--- config.mk ---
export PLATFORM = sky130hd
export DESIGN_NAME = rx_shift_logic_flat
export DESIGN_NICKNAME = d
export VERILOG_FILES = /design/src/rtl/rx_shift_logic_if.sv /design/src/rtl/rx_shift_logic.sv /design/src/flat_wrapper.sv
export SDC_FILE = /design/constraint.sdc
export NUM_CORES = 1
export LEC_CHECK = 0
export CORE_MARGIN = 2
export CORE_UTILIZATION = 25
export DETAILED_ROUTE_END_ITERATION = 12
export PLACE_DENSITY = 0.56
export SKIP_LAST_GASP = 1
export SLEW_MARGIN = 20
export SYNTH_ARGS = -nofsm -noshare
export SYNTH_HDL_FRONTEND = slang
export SYNTH_SLANG_ARGS = --single-unit
--- constraint.sdc ---
create_clock -name PCLK -period 2.2 [get_ports PCLK]
set_input_delay 0.44 -clock PCLK [delete_from_list [all_inputs] [get_ports PCLK]]
set_output_delay 0.44 -clock PCLK [all_outputs]
set_load 0.05 [all_outputs]
--- src/rtl/rx_shift_logic_if.sv ---
// Serial receive bus between the SSP pins and the rx_shift_logic word assembler.
// RxOverrun exists only when SSP_RX_OVERRUN_EN is defined.
interface rx_shift_logic_if #(
  parameter int DATA_WIDTH = 8
);
  logic                  SSPCLKIN;
  logic                  SSPFSSIN;
  logic                  SSPRXD;
  logic                  SSPRXINTR;
  logic [DATA_WIDTH-1:0] RxData;
  logic                  NextWord;
  logic                  RxBusy;
`ifdef SSP_RX_OVERRUN_EN
  logic                  RxOverrun;

  modport slave (
    input  SSPCLKIN, SSPFSSIN, SSPRXD, SSPRXINTR,
    output RxData, NextWord, RxBusy, RxOverrun
  );

  modport master (
    output SSPCLKIN, SSPFSSIN, SSPRXD, SSPRXINTR,
    input  RxData, NextWord, RxBusy, RxOverrun
  );
`else
  modport slave (
    input  SSPCLKIN, SSPFSSIN, SSPRXD, SSPRXINTR,
    output RxData, NextWord, RxBusy
  );

  modport master (
    output SSPCLKIN, SSPFSSIN, SSPRXD, SSPRXINTR,
    input  RxData, NextWord, RxBusy
  );
`endif
endinterface

--- src/rtl/rx_shift_logic.sv ---
// SSP receive serial-to-parallel stage: MSB-first frames into words with a NextWord strobe.
// Define SSP_RX_OVERRUN_EN to drop words while the FIFO is full and raise a sticky RxOverrun.
module rx_shift_logic #(
  parameter int DATA_WIDTH = 8
) (
  input  logic              PCLK,
  input  logic              CLEAR_B,
  rx_shift_logic_if.slave   bus
);

  localparam int CNT_W = (DATA_WIDTH > 2) ? $clog2(DATA_WIDTH) : 1;
  localparam logic [CNT_W-1:0] LAST_CNT = CNT_W'(DATA_WIDTH - 1);

  typedef enum logic {
    IDLE  = 1'b0,
    SHIFT = 1'b1
  } state_t;

  state_t                r_state;
  state_t                w_stateNext;
  logic                  r_clkQ;
  logic [CNT_W-1:0]      r_cnt;
  logic [DATA_WIDTH-1:0] r_shift;
  logic [DATA_WIDTH-1:0] r_rxData;
  logic                  r_nextWord;
  logic                  w_sample;
  logic                  w_lastBit;
  logic                  w_drop;
  logic [DATA_WIDTH-1:0] w_word;

  // A sample event is a rising SSPCLKIN seen through one PCLK of history.
  assign w_sample  = bus.SSPCLKIN & ~r_clkQ;
  assign w_lastBit = (r_state == SHIFT) && w_sample && (r_cnt == LAST_CNT);
  assign w_word    = {r_shift[DATA_WIDTH-2:0], bus.SSPRXD};

`ifdef SSP_RX_OVERRUN_EN
  logic r_overrun;

  assign w_drop = w_lastBit & bus.SSPRXINTR;

  always_ff @(posedge PCLK or negedge CLEAR_B) begin
    if (!CLEAR_B) begin
      r_overrun <= 1'b0;
    end else if (w_drop) begin
      r_overrun <= 1'b1;
    end
  end

  assign bus.RxOverrun = r_overrun;
`else
  logic w_unusedIntr;

  assign w_drop       = 1'b0;
  assign w_unusedIntr = bus.SSPRXINTR;
`endif

  always_ff @(posedge PCLK or negedge CLEAR_B) begin
    if (!CLEAR_B) begin
      r_state <= IDLE;
    end else begin
      r_state <= w_stateNext;
    end
  end

  always_comb begin
    w_stateNext = r_state;
    case (r_state)
      IDLE: begin
        if (w_sample && bus.SSPFSSIN) begin
          w_stateNext = SHIFT;
        end
      end
      SHIFT: begin
        // FSS on the final bit chains straight into the next frame.
        if (w_lastBit && !bus.SSPFSSIN) begin
          w_stateNext = IDLE;
        end
      end
      default: w_stateNext = IDLE;
    endcase
  end

  always_ff @(posedge PCLK or negedge CLEAR_B) begin
    if (!CLEAR_B) begin
      r_clkQ     <= 1'b0;
      r_cnt      <= '0;
      r_shift    <= '0;
      r_rxData   <= '0;
      r_nextWord <= 1'b0;
    end else begin
      r_clkQ     <= bus.SSPCLKIN;
      r_nextWord <= 1'b0;
      if (w_sample) begin
        if (r_state == IDLE) begin
          if (bus.SSPFSSIN) begin
            r_cnt <= '0;
          end
        end else begin
          r_shift <= w_word;
          if (w_lastBit) begin
            r_cnt <= '0;
            if (!w_drop) begin
              r_rxData   <= w_word;
              r_nextWord <= 1'b1;
            end
          end else begin
            r_cnt <= r_cnt + 1'b1;
          end
        end
      end
    end
  end

  assign bus.RxData   = r_rxData;
  assign bus.NextWord = r_nextWord;
  assign bus.RxBusy   = (r_state == SHIFT);

endmodule

--- src/flat_wrapper.sv ---
// flat-port wrapper written by rule: the top's interface ports become plain ports
module rx_shift_logic_flat 
#(
  parameter int DATA_WIDTH = 8
)
  (PCLK, CLEAR_B, bus_SSPCLKIN, bus_SSPFSSIN, bus_SSPRXD, bus_SSPRXINTR, bus_RxData, bus_NextWord, bus_RxBusy);
  rx_shift_logic_if #(.DATA_WIDTH(DATA_WIDTH)) bus_i ();
  input  logic PCLK;
  input  logic CLEAR_B;
  input wire logic [$bits(bus_i.SSPCLKIN)-1:0] bus_SSPCLKIN;
  input wire logic [$bits(bus_i.SSPFSSIN)-1:0] bus_SSPFSSIN;
  input wire logic [$bits(bus_i.SSPRXD)-1:0] bus_SSPRXD;
  input wire logic [$bits(bus_i.SSPRXINTR)-1:0] bus_SSPRXINTR;
  output wire logic [$bits(bus_i.RxData)-1:0] bus_RxData;
  output wire logic [$bits(bus_i.NextWord)-1:0] bus_NextWord;
  output wire logic [$bits(bus_i.RxBusy)-1:0] bus_RxBusy;
  assign bus_i.SSPCLKIN = bus_SSPCLKIN;
  assign bus_i.SSPFSSIN = bus_SSPFSSIN;
  assign bus_i.SSPRXD = bus_SSPRXD;
  assign bus_i.SSPRXINTR = bus_SSPRXINTR;
  assign bus_RxData = bus_i.RxData;
  assign bus_NextWord = bus_i.NextWord;
  assign bus_RxBusy = bus_i.RxBusy;
  rx_shift_logic #(.DATA_WIDTH(DATA_WIDTH)) u_core (.PCLK(PCLK), .CLEAR_B(CLEAR_B), .bus(bus_i));
endmodule
## After elaboration in Yosys (flattened, before gate mapping)

Cells that the tools add are included.

| word-level totals | value |
|---|---|
| bits in latches | 0 |
| input bits | 6 |
| word-level logic and storage cells | 29 |
| bits in read-only memories | 0 |
| memories kept | 0 |
| bits in registers | 21 |
| memory bits (writable) | 0 |
| output and inout bits | 10 |

| cells by class | value |
|---|---|
| order comparisons | 0 |
| shifts and indexed selects | 0 |
| $add $sub $neg | 1 |
| $mul | 0 |
| div/mod/pow operators | 0 |
| equal/unequal tests | 1 |
| bitwise logic cells | 3 |
| reduce and logical (&&, ||, !) cells | 9 |
| multiplexer cells | 9 |

Operators with widths:

| operator | count |
|---|---|
| $mux 3 | 3 |
| $mux 1 | 5 |
| $logic_and 1x1->1 | 4 |
| $reduce_and 2->1 | 2 |
| $add 3x1->3 const B | 1 |
| $eq 3x3->1 const B | 1 |
| $reduce_and 3->1 | 1 |
| $not 1->1 | 2 |
| $pmux 1 s2 | 1 |
| $reduce_bool 2->1 | 1 |
| $and 1x1->1 | 1 |
| $logic_not 1->1 | 1 |

## Logic depth before layout (Yosys ltp)

Gate-level depths: netlist of the first run.

| logic depth | value |
|---|---|
| word-level depth | 7 |
| depth in mapped cells | 4 |
| mapped depth without buffers | 4 |

## Worst setup path after synthesis of the first run

Ideal clock, no wire load.

| path | value |
|---|---|
| path kind | reg2reg |
| from | register u_core.r_state, in the netlist u_core.bus.RxBusy |
| to | register u_core.r_rxData[0], in the netlist u_core.bus.RxData[0] |
| slack | 0.659 ns |
| cell stages (with the launch flop) | 5 |
| library setup time | 0.125 ns |
| required time | 2.075 ns |
| arrival time | 1.416 ns |
| clock period less this slack | 1.541 ns |
| buffers on the path | 1 |
| cells stage by stage | dfrtp_1 > and3b_1 > buf_6 > nand2_4 > mux2_4 |

| between the ends | value |
|---|---|
| longest elaborated chain between the ends | 3 |

RTL lines:

| what | line | text |
|---|---|---|
| start, declared | rx_shift_logic.sv:19 | `state_t r_state;` |
| start signal, assigned | rx_shift_logic.sv:61 | `r_state <= w_stateNext;` |
| $logic_and 1x1->1 (2 in a row) | rx_shift_logic.sv:33 | `assign w_lastBit = (r_state == SHIFT) && w_sample && (r_cnt == LAST_CNT);` |
| $reduce_and 3->1 (no source line) * | - |  |
| end signal, assigned | rx_shift_logic.sv:103 | `r_rxData <= w_word;` |
| end, declared | rx_shift_logic.sv:24 | `logic [DATA_WIDTH-1:0] r_rxData;` |

Every way passes the cells marked *; elsewhere a longest branch is shown, timed or not.
A chain may end at the register's enable or synchronous reset.

## Worst setup path after layout of the first run

| path | value |
|---|---|
| from | register u_core.r_state, in the netlist u_core.bus.RxBusy |
| to | output port bus_RxBusy |

RTL lines:

| what | line | text |
|---|---|---|
| end, declared | flat_wrapper.sv:16 | `output wire logic [$bits(bus_i.RxBusy)-1:0] bus_RxBusy;` |

No word-level cell between the ends.

==> results of run 1 <==
-- layout make-up --
cell class,count,area (µm²),share of cell area (%)
timing repair buffer,16,155.1,14.40
inverter,1,3.754,0.3484
clock buffer,3,22.52,2.091
tap,46,57.56,5.343
clock inverter,1,5.005,0.4646
sequential,21,525.5,48.78
multi-input combinational,42,307.8,28.57
-- sequential cells by signal, summed over array words and instances, names as in the netlist --
register             cells
u_core.r_clkQ            1
u_core.bus.RxBusy        1
u_core.bus.NextWord      1
u_core.r_shift           7
u_core.r_cnt             3
u_core.bus.RxData        8
-- metal layers --
| metal | share of wire (%) | up-vias |
|---|---|---|
| met3 | 4.1 | 4 |
| li1 | - | 254 |
| met4 | 2.2 | 0 |
| met1 | 45 | 266 |
| met5 | 0 | - |
| met2 | 49 | 10 |
-- metrics by stage --
stage	std cells	area [µm²]
6_report	130	1077
5_1_grt	130	1077
4_1_cts	130	1077
3_5_place_dp	126	1050
3_3_place_gp	126	1050
2_1_floorplan	65	848.3
-- where the power goes --
group | internal [mW] | switching [mW] | leakage, nW
combinational | 0.221 | 0.295 | 0.271
sequential | 0.512 | 0.0828 | 0.273
clock | 0.0678 | 0.117 | 0.0177
-- placed cells by master (no fill, tap or decap), drive strengths merged, types with 2 or more instances in the layout --
cell and n:
nand2 23, mux2 9, ha 2, a22o 3
clkdlybuf4s50 14, buf 2, dfrtp 21, clkbuf 3
-- cells by family (layout without fill, tap and decap cells) --
family                     Yosys count  after routing  share of synthesized area (%)
and+or+nand+nor                     27             27                          14.16
DFF                                 21             21                          61.95
muxes                                9              9                          15.49
AOI/OAI and AO/OA                    4              4                          3.687
adders and majority gates            2              2                          2.949
buffers and inverters                2             21                          1.769
-- final timing paths --
path                                   startpoint                    to  slack (ns)  depth (start not counted)
worst max-delay path            u_core.bus.RxBusy            bus_RxBusy        0.20                          1
worst min-delay path                      CLEAR_B  u_core.bus.RxData[4]        0.47                          2
worst max register to register    u_core.r_cnt[0]  u_core.bus.RxData[0]        0.74                          4
worst min register to register  u_core.r_shift[6]     u_core.r_shift[6]        0.50                          2
max in group asynchronous                 CLEAR_B     u_core.r_shift[1]        1.52                          2
min in group PCLK               u_core.r_shift[6]     u_core.r_shift[6]        0.50                          2
==> results.txt, run 1 <==
IR analysis of the VDD net gives a maximum drop of 0.1915 mV. Entering global routing, the biggest net connects 22 pins. Relative to the synthesized area, the layout overhead comes to 26.99%. For this run, the detailed router's first-pass iteration total came to 4. The slowest stage of the critical path is the clkdlybuf4s50_1 cell. The CTS sink count is 21.

The Yosys step of the flow raised 0 warnings. Measured along the y axis, the die boundary spans 62.25 µm. After detailed routing, the average wire length per cell comes to 10.58 µm. In the synthesized netlist the dominant register cell turns out to be dfrtp_1. The number of gates resized after cts was 0; the cell count after synthesis was 65. The largest total area in the synthesized netlist belongs to dfrtp_1.

Along the worst path, the maximum fanout reaches 5. The classification of the worst setup path is reg2out. For this run, global-route usage on met3 was measured as 1.812%. The synthesized design contains 21 register bits.

Fraction of final layout cells sized beyond drive strength 1: 19.05%. The number of nets with antenna violations after routing was 0; the pin slew with the least headroom to its limit was 0.4916 ns. The total chip power is 1.296 mW, and the clock slew seen by the registers of the worst setup and hold paths is 0.12 ns.

Setup repair after global routing left no endpoint under its margin. The most common cell in the synthesized netlist is nand2_1. The number of port buffers is 14, and the sequential share of the synthesized area is 61.95%. The global routing usage on met2 is 13.59%. TritonCTS built the clock tree.

After floorplanning, the core was divided into 21 placement rows. Counting flops with a built-in enable in the synthesized netlist gives 0. The final max-slew violation count is 0, and the maximum clock path buffer count is 2.

Setup violations remaining at the end of the flow were counted as 0. The number of distinct standard cells referenced by the synthesized netlist came out at 14. The routed design has 1375 µm of wire.

The final worst-path cycle share was 90.77%. The clock buffer count from CTS came out at 3. The number of setup buffers added after CTS is 0, and the average instance area after synthesis is 13.05 µm². The region available for standard cell placement spans 3284 µm². The insertion delay to the later sink of the worst-skew pair is 0.30 ns. The sum of buffers and inverters on the critical path works out to 1. The synthesized design devotes to its leading area cell type 61.95% of total area.

The die boundary width was 62.25 µm. Number of H-tree levels: 1. The critical path goes through clkdlybuf4s50_1. The global-route track usage on met1 was 9.353%; the maximum clock frequency was 0.5007 GHz. Before CTS, the worst setup slack after placement is 0.4059 ns. The largest single stage delay on the critical path is 0.83 ns. The core utilization of the finished layout is 32.80%. The first global-routing pass estimated 2504 µm of wire.

In the synthesized netlist, the cells that appear most often are nand2_1 (22), dfrtp_1 (21), mux2_4 (8). The detailed router finished its first iteration with 27 violations. The startpoint kind of the worst setup timing path is a flop. The worst pin sits at a relative slew slack of 67.12%. For this block, the via count after detailed routing is 534.

Of all flip-flops after synthesis, the portion carrying an async set or reset was 100.0%. The critical path's top delay family was buffers and inverters. Summing every instance area after synthesis gives 848.3 µm².

The per-cell via count in the routed design is 4.108. Max-cap violations in this run came to 0. The power density normalized to cell area works out to 1203 nW/µm². Summed over all nets, the half-perimeter wirelength after detailed placement is 974.3 µm. The number of antenna violations at the first check in global routing is 0. The number of DRC violations after detailed routing was 0; the number of hold violations in the final report was 0. The final worst setup slack was 0.2030 ns. The tools report the leakage power summed over all cells as 0.5619 nW. The run gives 3875 µm² as the area enclosed by the die boundary. The logs give 0 for the final global-route overflow total and 1.56 ns for the endpoint arrival time on the critical path. The flow ran to the end, and the final reports show no timing, DRC or antenna violations. The worst hold path belongs to the class in2async. The placer congestion estimate came out at 0.6490. In the post-synthesis netlist, the biggest area contributors are dfrtp_1 (62%), mux2_4 (14%), nand2_1 (9.7%).

Fill cells in the final layout number 326. In the final timing run, aggregate negative setup slack is 0 ns. The logs give 1.76 ns for the data required time at the worst endpoint and 0.4701 ns for the worst slack on hold paths. The worst setup path is captured at an output pin. The tools report the final-stage net count as 93. The cell chosen for the clock root was clkbuf_4. The initial utilization of the core area, before any placement, comes to 25.83%. In the global route stage, overall resource usage came out at 8.082%. Subtracting the final worst setup slack from the clock period gives 1.997 ns. Hold repair after CTS inserted 0 buffers. The total nets after synthesis came out at 73. The most utilized layer in the global route result was met2. The clock tree skew after final layout was 0.005664 ns; the final antenna diode count was 0. The via count of the first global-routing pass is 550, and the boundary pin count is 16.
Power figures use the tool's default switching activity.
==> run 2: changes to the inputs <==
Settings changed: CORE_UTILIZATION 25 to 30, PLACE_DENSITY 0.56 to 0.63.
==> results.txt, run 2 (synthesized netlist as in run 1, its figures left out) <==
The flow ran to the end, and the final reports show no timing, DRC or antenna violations. The CTS sink count was 21; the clock slew seen by the registers of the worst setup and hold paths was 0.12 ns. The post-placement setup slack is 0.4150 ns, and the final worst-path cycle share is 90.04%. The starting density of the core is 31.30%. The total area inside the core boundary comes to 2710 µm².

The library cells used most frequently in the layout, excluding fill and tap cells, are nand2_1 (22), dfrtp_1 (21), clkdlybuf4s50_1 (14), mux2_4 (8). The minimum period implied by the final worst setup slack is 1.981 ns, and the maximum clock frequency is 0.5048 GHz. The filler cells instantiated in the layout total 282.

At the worst endpoint, the required time is 1.76 ns. In this run the worst path has a maximum fanout of 5. The final layout contains routed wiring with a total length of 1280 µm. For the hold-fix buffer count after cts, the log shows 0. Walking the worst path, the cells encountered are clkdlybuf4s50_1. The per-cell via count in the routed design was 4.504. The run gives 8.783% as the overall track demand over capacity in global routing. The worst path meets setup with 0.2192 ns of slack.

Data arrives at the worst endpoint at 1.54 ns. The wire length of the first global-routing pass was 2249 µm. The worst stage delay on the critical path is 0.82 ns. Of the cells placed in the final design, the portion with a size suffix greater than 1 is 19.05%.

The leakage power summed over all cells was 0.5619 nW. Max-cap violations in this run came to 0. The logs give 0.006015 ns for the clock tree skew after final layout and 3 for the first-pass iteration count of the detailed router.

The maximum number of pins on one net before global-route repair came out at 22. For the initial detailed-routing violation count, the log shows 10. TritonCTS built the clock tree. After detailed routing, the average wire length per cell comes to 11.13 µm. The tools report the headroom to the max-slew limit as 67.17%.

The tools report the worst slack on hold paths as 0.4718 ns. The pin slew with the least headroom to its limit is 0.4910 ns. At the later pin of the worst-skew pair, clock insertion delay measures 0.29 ns. In this run, post-CTS repair resized a total of 0 instances.

For this run the aggregate overflow at the end of global routing stands at 0. For this design the ratio of total power to cell area is 1222 nW/µm². The min-delay analysis places its worst path in the category in2async. Relative to the synthesized area, the layout overhead comes to 24.78%.

Cell chosen for the clock root: clkbuf_4. The maximum clock path buffer count was 2; the number of port buffers was 14. For this run, the post-layout net count is 93. The die is 57.18 µm wide. The worst setup path is of the reg2out kind. For the final max-slew violation count, the log shows 0. After detailed routing, the number of remaining DRC violations is 0. Post-CTS timing repair inserted 0 buffers for setup. Setup repair after global routing left no endpoint under its margin. The die covers 3269 µm². Leaving out fill and tap cells, the most frequent cell in the layout is nand2_1. During I/O placement, the number of pins put on the boundary was 16. Number of hold violations in the final report: 0. The estimated wirelength of the detail-placed design was 911.6 µm; the final setup violation count was 0. The detail route stage leaves a number of antenna-violating nets equal to 0. The initialized floorplan defines 19 standard-cell rows. The clock buffer count from CTS is 3, and the vertical die dimension is 57.18 µm.

For the number of antenna violations at the first check in global routing, the log shows 0. The largest individual stage delay along the critical path comes from the cell clkdlybuf4s50_1. The number of H-tree levels was 1. The logs give 507 for the via count of the first global-routing pass and 0 for the final antenna diode count. The run gives 0 ns as the final-layout setup total negative slack.

The worst setup path is captured at an output pin. Number of vias after detailed routing: 518. The sum of buffers and inverters on the critical path works out to 1. The cell family contributing the most delay on the critical path is buffers and inverters. The run gives 0.6396 mV as the highest ir drop seen on vdd. The flip-flop count of the largest register after layout works out to 8. STA classifies the critical path startpoint as a flop. Routability-driven placement finished with a final weighted congestion of 0.6573.
run 2: final timing paths:
kind / startpoint / end / slack [ns] / cells after the start
worst max-delay path: u_core.bus.RxBusy / bus_RxBusy / 0.22 / 1
worst min-delay path: CLEAR_B / u_core.r_clkQ / 0.47 / 2
worst max register to register: u_core.r_cnt[0] / u_core.bus.RxData[1] / 0.76 / 4
worst min register to register: u_core.r_shift[1] / u_core.r_shift[2] / 0.51 / 2
max in group asynchronous: CLEAR_B / u_core.bus.RxData[0] / 1.51 / 2
min in group PCLK: u_core.r_shift[1] / u_core.r_shift[2] / 0.51 / 2
run 2: per-layer routing:
metal  vias up  track usage [%]  routed length (µm)
li1        255                -                   -
met1       253            12.33                 607
met2        10            13.46                 609
met3         0            2.041                  63
met4         0            2.990                   0
met5         -                0                   0
run 2: report_power, final:
part	internal, mW	switching (mW)	leakage [nW]
logic	0.222	0.297	0.271
registers	0.512	0.0828	0.273
clock network	0.0675	0.112	0.0177
total	0.802	0.491	0.562
run 2: final cells by class:
class / count / area [µm²] / share of cell area, %
flip-flops and latches: 21 / 525.5 / 49.65
multi-input cells: 42 / 307.8 / 29.08
repair buffers: 16 / 155.1 / 14.66
well taps: 31 / 38.79 / 3.664
clock buffers: 3 / 22.52 / 2.128
clock inverters: 1 / 5.005 / 0.4728
inverters: 1 / 3.754 / 0.3546
run 2: per-stage QoR:
step	total power [mW]	instance area, µm²	instances	util (%)
floorplan	0.9582	848.3	65	-
detailed placement	1.129	1031	111	38.04
global placement	1.110	1031	111	38.04
finish	1.293	1059	115	39.06
global route	1.368	1059	115	39.06
CTS	1.309	1059	115	39.06
